--- config.mk ---
export PLATFORM = sky130hd
export DESIGN_NAME = mul_seq_unit
export DESIGN_NICKNAME = d
export VERILOG_FILES = /design/src/rtl/mul_seq_unit.sv
export SDC_FILE = /design/constraint.sdc
export NUM_CORES = 1
export LEC_CHECK = 0
export BUFFER_PORTS_ARGS = -buffer_cell sky130_fd_sc_hd__buf_2
export CORE_MARGIN = 3
export CORE_UTILIZATION = 40
export DETAILED_ROUTE_END_ITERATION = 12
export SLEW_MARGIN = 25
export SYNTH_ARGS = -nofsm -noshare
export SYNTH_HDL_FRONTEND = slang
export SYNTH_SLANG_ARGS = --single-unit
export TNS_END_PERCENT = 10
--- constraint.sdc ---
create_clock -name clk -period 18.6 [get_ports clk]
set_clock_uncertainty 0.1 [all_clocks]
set_input_delay 3.72 -clock clk [delete_from_list [all_inputs] [get_ports clk]]
set_output_delay 3.72 -clock clk [all_outputs]
set_load 0.05 [all_outputs]
--- src/rtl/mul_seq_unit.sv ---
// Iterative 32x32->64 shift-and-add multiplier for the RV32M EX stage.
// One ripple adder is time-shared across WIDTH iterations.

// WIDTH-bit ripple-carry adder used once per multiplier iteration.
module bitadder #(
    parameter int WIDTH = 32
) (
    input  logic [WIDTH-1:0] Add1,
    input  logic [WIDTH-1:0] Add2,
    input  logic             Carry_In,
    output logic [WIDTH-1:0] Sum,
    output logic             Carry_Out
);

    logic [WIDTH:0] w_c;

    assign w_c[0] = Carry_In;

    genvar gi;
    generate
        for (gi = 0; gi < WIDTH; gi++) begin : g_fa
            assign Sum[gi]     = Add1[gi] ^ Add2[gi] ^ w_c[gi];
            assign w_c[gi + 1] = (Add1[gi] & Add2[gi])
                               | (w_c[gi] & (Add1[gi] ^ Add2[gi]));
        end
    endgenerate

    assign Carry_Out = w_c[WIDTH];

endmodule

module mul_seq_unit #(
    parameter int WIDTH = 32
) (
    input  logic               clk,
    input  logic               rst,
    input  logic               Start,
    input  logic               Is_Signed,
    input  logic [WIDTH-1:0]   Mcand,
    input  logic [WIDTH-1:0]   Mplier,
    output logic               Busy,
    output logic               Done,
    output logic [2*WIDTH-1:0] Product
);

    localparam int CW = $clog2(WIDTH) + 1;
    localparam logic [CW-1:0] LAST = CW'(WIDTH - 1);

    typedef enum logic [1:0] {
        IDLE = 2'd0,
        RUN  = 2'd1,
        FIX  = 2'd2
    } state_t;

    state_t r_state;
    state_t w_state_next;

    logic [WIDTH-1:0]   r_a;
    logic [WIDTH-1:0]   r_hi;
    logic [WIDTH-1:0]   r_lo;
    logic [CW-1:0]      r_count;
    logic               r_neg;
    logic               r_done;
    logic [2*WIDTH-1:0] r_product;

    logic               w_load;
    logic               w_step;
    logic               w_fix;

    logic [WIDTH-1:0]   w_mcand_abs;
    logic [WIDTH-1:0]   w_mplier_abs;
    logic               w_neg;

    logic [WIDTH-1:0]   w_add2;
    logic [WIDTH-1:0]   w_sum;
    logic               w_cout;
    logic [2*WIDTH-1:0] w_acc;

    // Operand magnitudes; the most negative value maps to itself,
    // which is the correct unsigned magnitude.
    assign w_mcand_abs  = (Is_Signed && Mcand[WIDTH-1])  ? -Mcand  : Mcand;
    assign w_mplier_abs = (Is_Signed && Mplier[WIDTH-1]) ? -Mplier : Mplier;

    // Result sign; a zero operand always yields a non-negative product.
    assign w_neg = Is_Signed
                 & (Mcand[WIDTH-1] ^ Mplier[WIDTH-1])
                 & (|Mcand)
                 & (|Mplier);

    assign w_add2 = r_lo[0] ? r_a : '0;
    assign w_acc  = {r_hi, r_lo};

    bitadder #(
        .WIDTH(WIDTH)
    ) u_adder (
        .Add1      (r_hi),
        .Add2      (w_add2),
        .Carry_In  (1'b0),
        .Sum       (w_sum),
        .Carry_Out (w_cout)
    );

    // State register.
    always_ff @(posedge clk) begin
        if (rst) begin
            r_state <= IDLE;
        end else begin
            r_state <= w_state_next;
        end
    end

    // Next-state and datapath strobes.
    always_comb begin
        w_state_next = r_state;
        w_load       = 1'b0;
        w_step       = 1'b0;
        w_fix        = 1'b0;
        unique case (r_state)
            IDLE: begin
                if (Start) begin
                    w_load       = 1'b1;
                    w_state_next = RUN;
                end
            end
            RUN: begin
                w_step = 1'b1;
                if (r_count == LAST) begin
                    w_state_next = FIX;
                end
            end
            FIX: begin
                w_fix        = 1'b1;
                w_state_next = IDLE;
            end
            default: begin
                w_state_next = IDLE;
            end
        endcase
    end

    // Operand load and one shift-add iteration per RUN cycle; the adder
    // carry becomes the new top bit of Hi.
    always_ff @(posedge clk) begin
        if (rst) begin
            r_a     <= '0;
            r_hi    <= '0;
            r_lo    <= '0;
            r_count <= '0;
            r_neg   <= 1'b0;
        end else if (w_load) begin
            r_a     <= w_mcand_abs;
            r_hi    <= '0;
            r_lo    <= w_mplier_abs;
            r_count <= '0;
            r_neg   <= w_neg;
        end else if (w_step) begin
            r_hi    <= {w_cout, w_sum[WIDTH-1:1]};
            r_lo    <= {w_sum[0], r_lo[WIDTH-1:1]};
            r_count <= r_count + 1'b1;
        end
    end

    // Sign fix-up into the visible product and the one-cycle Done pulse.
    always_ff @(posedge clk) begin
        if (rst) begin
            r_product <= '0;
            r_done    <= 1'b0;
        end else begin
            r_done <= w_fix;
            if (w_fix) begin
                r_product <= r_neg ? -w_acc : w_acc;
            end
        end
    end

    assign Busy    = (r_state != IDLE);
    assign Done    = r_done;
    assign Product = r_product;

endmodule

==> impl_metrics.env <==
export IMPL_first_iter_violations=659
export IMPL_finalSetupViolCount=0
export IMPL_ys_top_cells_by_area="dfxtp_1 33%, fa_1 6.0%, nand2_1 5.8%"
export IMPL_worst_pin_slew_ps=976
export IMPL_cts_resized=0
export IMPL_final_area_um2=11700
export IMPL_max_vdd_ir_drop_mv=0.0576
export IMPL_synthFlopType="dfxtp_1"
export IMPL_leakage_nw=4.45
export IMPL_pwr_share_clk_pct=39.7
export IMPL_post_cts_buffers=0
export IMPL_start_util_pct=40.8
export IMPL_p_seq_share_pct=44.4
export IMPL_dp_hpwl_um=22600
export IMPL_grt_pass1_wl_um=49800
export IMPL_syn_area_um2=10300
export IMPL_worstPathRequired_ps=18850
export IMPL_layout_drive_gt1_share_pct=15.7
export IMPL_slew_viol_final=0
export IMPL_drt_vias_per_instance=5.77
export IMPL_cts_root_buf="clkbuf_16"
export IMPL_core_um2=25300
export IMPL_die_h_um=166
export IMPL_drt_wl_total_um=30900
export IMPL_top_layer="met5"
export IMPL_synth_fp_nets=1366
export IMPL_clk_latency_ps=430
export IMPL_power_w=0.000905
export IMPL_comb_power_share_pct=15.9
export IMPL_crit_top_cell="fa_1"
export IMPL_synth_top_area_share_pct=33.0
export IMPL_maxCapViolations=0
export IMPL_antenna_cells=0
export IMPL_wire_per_inst_um=18.4
export IMPL_r2r_slack_ps=5630
export IMPL_slowest_stage="dfxtp_2"
export IMPL_final_cell_count_no_fill=1678
export IMPL_row_count=58
export IMPL_grt_setup_unrepaired="no"
export IMPL_status="complete, no violations"
export IMPL_area_delta_synth_final_pct=14.0
export IMPL_period_needed_ps=12970
export IMPL_die_x_um=166
export IMPL_grt_ovfl_total=0
export IMPL_syn_area_per_cell_um2=8.16
export IMPL_r2r_cells=39
export IMPL_path_class="reg -> reg"
export IMPL_slowest_delay_ps=500
export IMPL_die_area_um2=27700
export IMPL_synth_edf_count=0
export IMPL_mostFrequentLayoutCells="169 x dfxtp_1, 158 x nand2_1, 133 x buf_2"
export IMPL_async_flop_share_pct=0
export IMPL_yosys_warnings=0
export IMPL_drc=0
export IMPL_synth_compound_area_share_pct=19.3
export IMPL_dp_cells=1646
export IMPL_finalCritPeriodShare_pct=69.7
export IMPL_fmax_mhz=77.1
export IMPL_cp_data_arrival_time_ps=13220
export IMPL_clkSinkCount=170
export IMPL_clock_path_buffers=2
export IMPL_setup_tns_ps=0
export IMPL_top_level_ports=134
export IMPL_dr_wl_met3_um=2270
export IMPL_worstHoldPathCells=2
export IMPL_vias=9677
export IMPL_swShare_pct=30.4
export IMPL_synth_cell_types=66
export IMPL_cts_tree="built"
export IMPL_hold_buffers=0
export IMPL_final_hold_viol_count=0
export IMPL_worst_path_max_fanout=38
export IMPL_final_common_cell="dfxtp_1"
export IMPL_ys_ff_latch=170
export IMPL_p_int_w=0.000630
export IMPL_postPlaceCellArea_um2=11200
export IMPL_clkSlewWorstSetupHoldPaths_ps=70
export IMPL_num_nets_final=1439
export IMPL_power_density_nw_per_um2=77.1
export IMPL_first_pass_iters=5
export IMPL_grt_max_degree=80
export IMPL_grt_use_total_pct=21.8
export IMPL_drtAntennaViolNets=0
export IMPL_grt_pass1_vias=8980
export IMPL_cp_start_kind="flop"
export IMPL_hp_class="reg -> reg"
export IMPL_synthMuxAreaShare_pct=2.06
export IMPL_place_congestion=0.890
export IMPL_fin_util_pct=46.5
export IMPL_antenna_found_initial=1
export IMPL_synth_xor_area_share_pct=7.82
export IMPL_synth_adder_area_share_pct=6.63
export IMPL_numPortBuffers=133
export IMPL_end_kind="flop"
export IMPL_wl_met1_um=15400
export IMPL_wl_met2_um=12600
export IMPL_synth_top_family_by_area="simple AND/OR/NAND/NOR gates"
export IMPL_power_switching_w=0.000275
export IMPL_htreeDepth=4
export IMPL_maxSlewHeadroom_pct=34.8
export IMPL_synthSimpleGateAreaFrac_pct=26.8
export IMPL_ys_seq_area_share_pct=33.0
export IMPL_synthCells=1262
export IMPL_cts_buffers=17
export IMPL_synth_area_leader_cell="dfxtp_1"
path summary, 6_finish.rpt:
path | start | to
worst max-delay path | r_lo[0]$_SDFFE_PP0P_ | r_hi[30]$_SDFFE_PP0P_
worst min register to register | Product[33]$_SDFFE_PP0P_ | Product[33]$_SDFFE_PP0P_
worst min-delay path | Product[33]$_SDFFE_PP0P_ | Product[33]$_SDFFE_PP0P_
worst max register to register | r_lo[0]$_SDFFE_PP0P_ | r_hi[30]$_SDFFE_PP0P_
cell type report:
class,count,area (µm²)
fillers,2565,13500
multi-input cells,972,6470
flip-flops and latches,170,3400
repair buffers,146,763
clock buffers,19,443
well taps,330,413
clock inverters,13,145
inverters,28,105
flip-flops by register name, indices dropped and copies added (netlist names):
name	count
Done	1
Product	64
r_a	32
r_count	6
r_hi	32
r_lo	32
r_neg	1
r_state	2
cells in the mapped netlist, types with 3 or more instances:
cell type  instances
and3_1             7
nor4_1            24
o22ai_1            9
nor2_1           129
o31ai_1           13
a221oi_1           3
xor2_1            56
nor2b_1            5
fa_1              31
nor3_1            36
nand2_1          158
a41oi_1            4
a32o_1             4
nor4b_1            4
nand4b_1           6
o41ai_1           28
ha_1               5
a32oi_1           11
nor4_4             3
a2111o_1           4
a311oi_1          12
o21ai_0           37
a21oi_1           64
xnor2_1           36
or2_2              8
a2111oi_0          6
or3_1             24
nand4_1           22
a211oi_1          55
mux2i_1           19
nor3_2             3
and4_1             6
or4_1             13
nand2b_1          12
inv_1             28
nand3_1           25
a31oi_1           18
dfxtp_1          170
nor3b_1            6
buf_2              4
nor4_2             8
and2_1            31
clkbuf_1          74
buf_1             14
stage by stage:
step / setup WS (ps) / hold WS (ps)
2_1_floorplan: 5980 / 317
3_3_place_gp: 5480 / 330
3_5_place_dp: 5410 / 337
4_1_cts: 5360 / 351
5_1_grt: 5090 / 367
6_report: 5630 / 345
power by group through the flow:
stage | clock network (W) | logic (W) | registers [W]
floorplan | 0 | 0.000103 | 0.000398
global placement | 0 | 0.000141 | 0.000409
detailed placement | 0 | 0.000142 | 0.000410
CTS | 0.000364 | 0.000142 | 0.000401
global route | 0.000379 | 0.000159 | 0.000404
finish | 0.000359 | 0.000144 | 0.000402
kinds of logic after synthesis:
| kind of cell | Yosys count |
|---|---|
| adders and majority gates | 36 |
| DFF | 170 |
| muxes | 21 |
| xor gates and xnor gates | 92 |
| and+or+nand+nor | 537 |
| buffers and inverters | 120 |
| AOI/OAI and AO/OA | 286 |
critical path: cells and delay by family, from the launching register on:
kind | cells | cell delay [ps]
buf+inv | 5 | 310
fa+ha+maj | 32 | 11550
simple gates | 1 | 250
flops | 1 | 500
compound gates | 1 | 190
routing by layer:
layer / global-route usage (%) / vias up
met1: 33.6 / 4543
met5: 0 / -
met3: 4.72 / 40
met2: 30.6 / 337
li1: - / 4755
met4: 6.03 / 2
No activity file was read; power rests on OpenSTA's default activity.
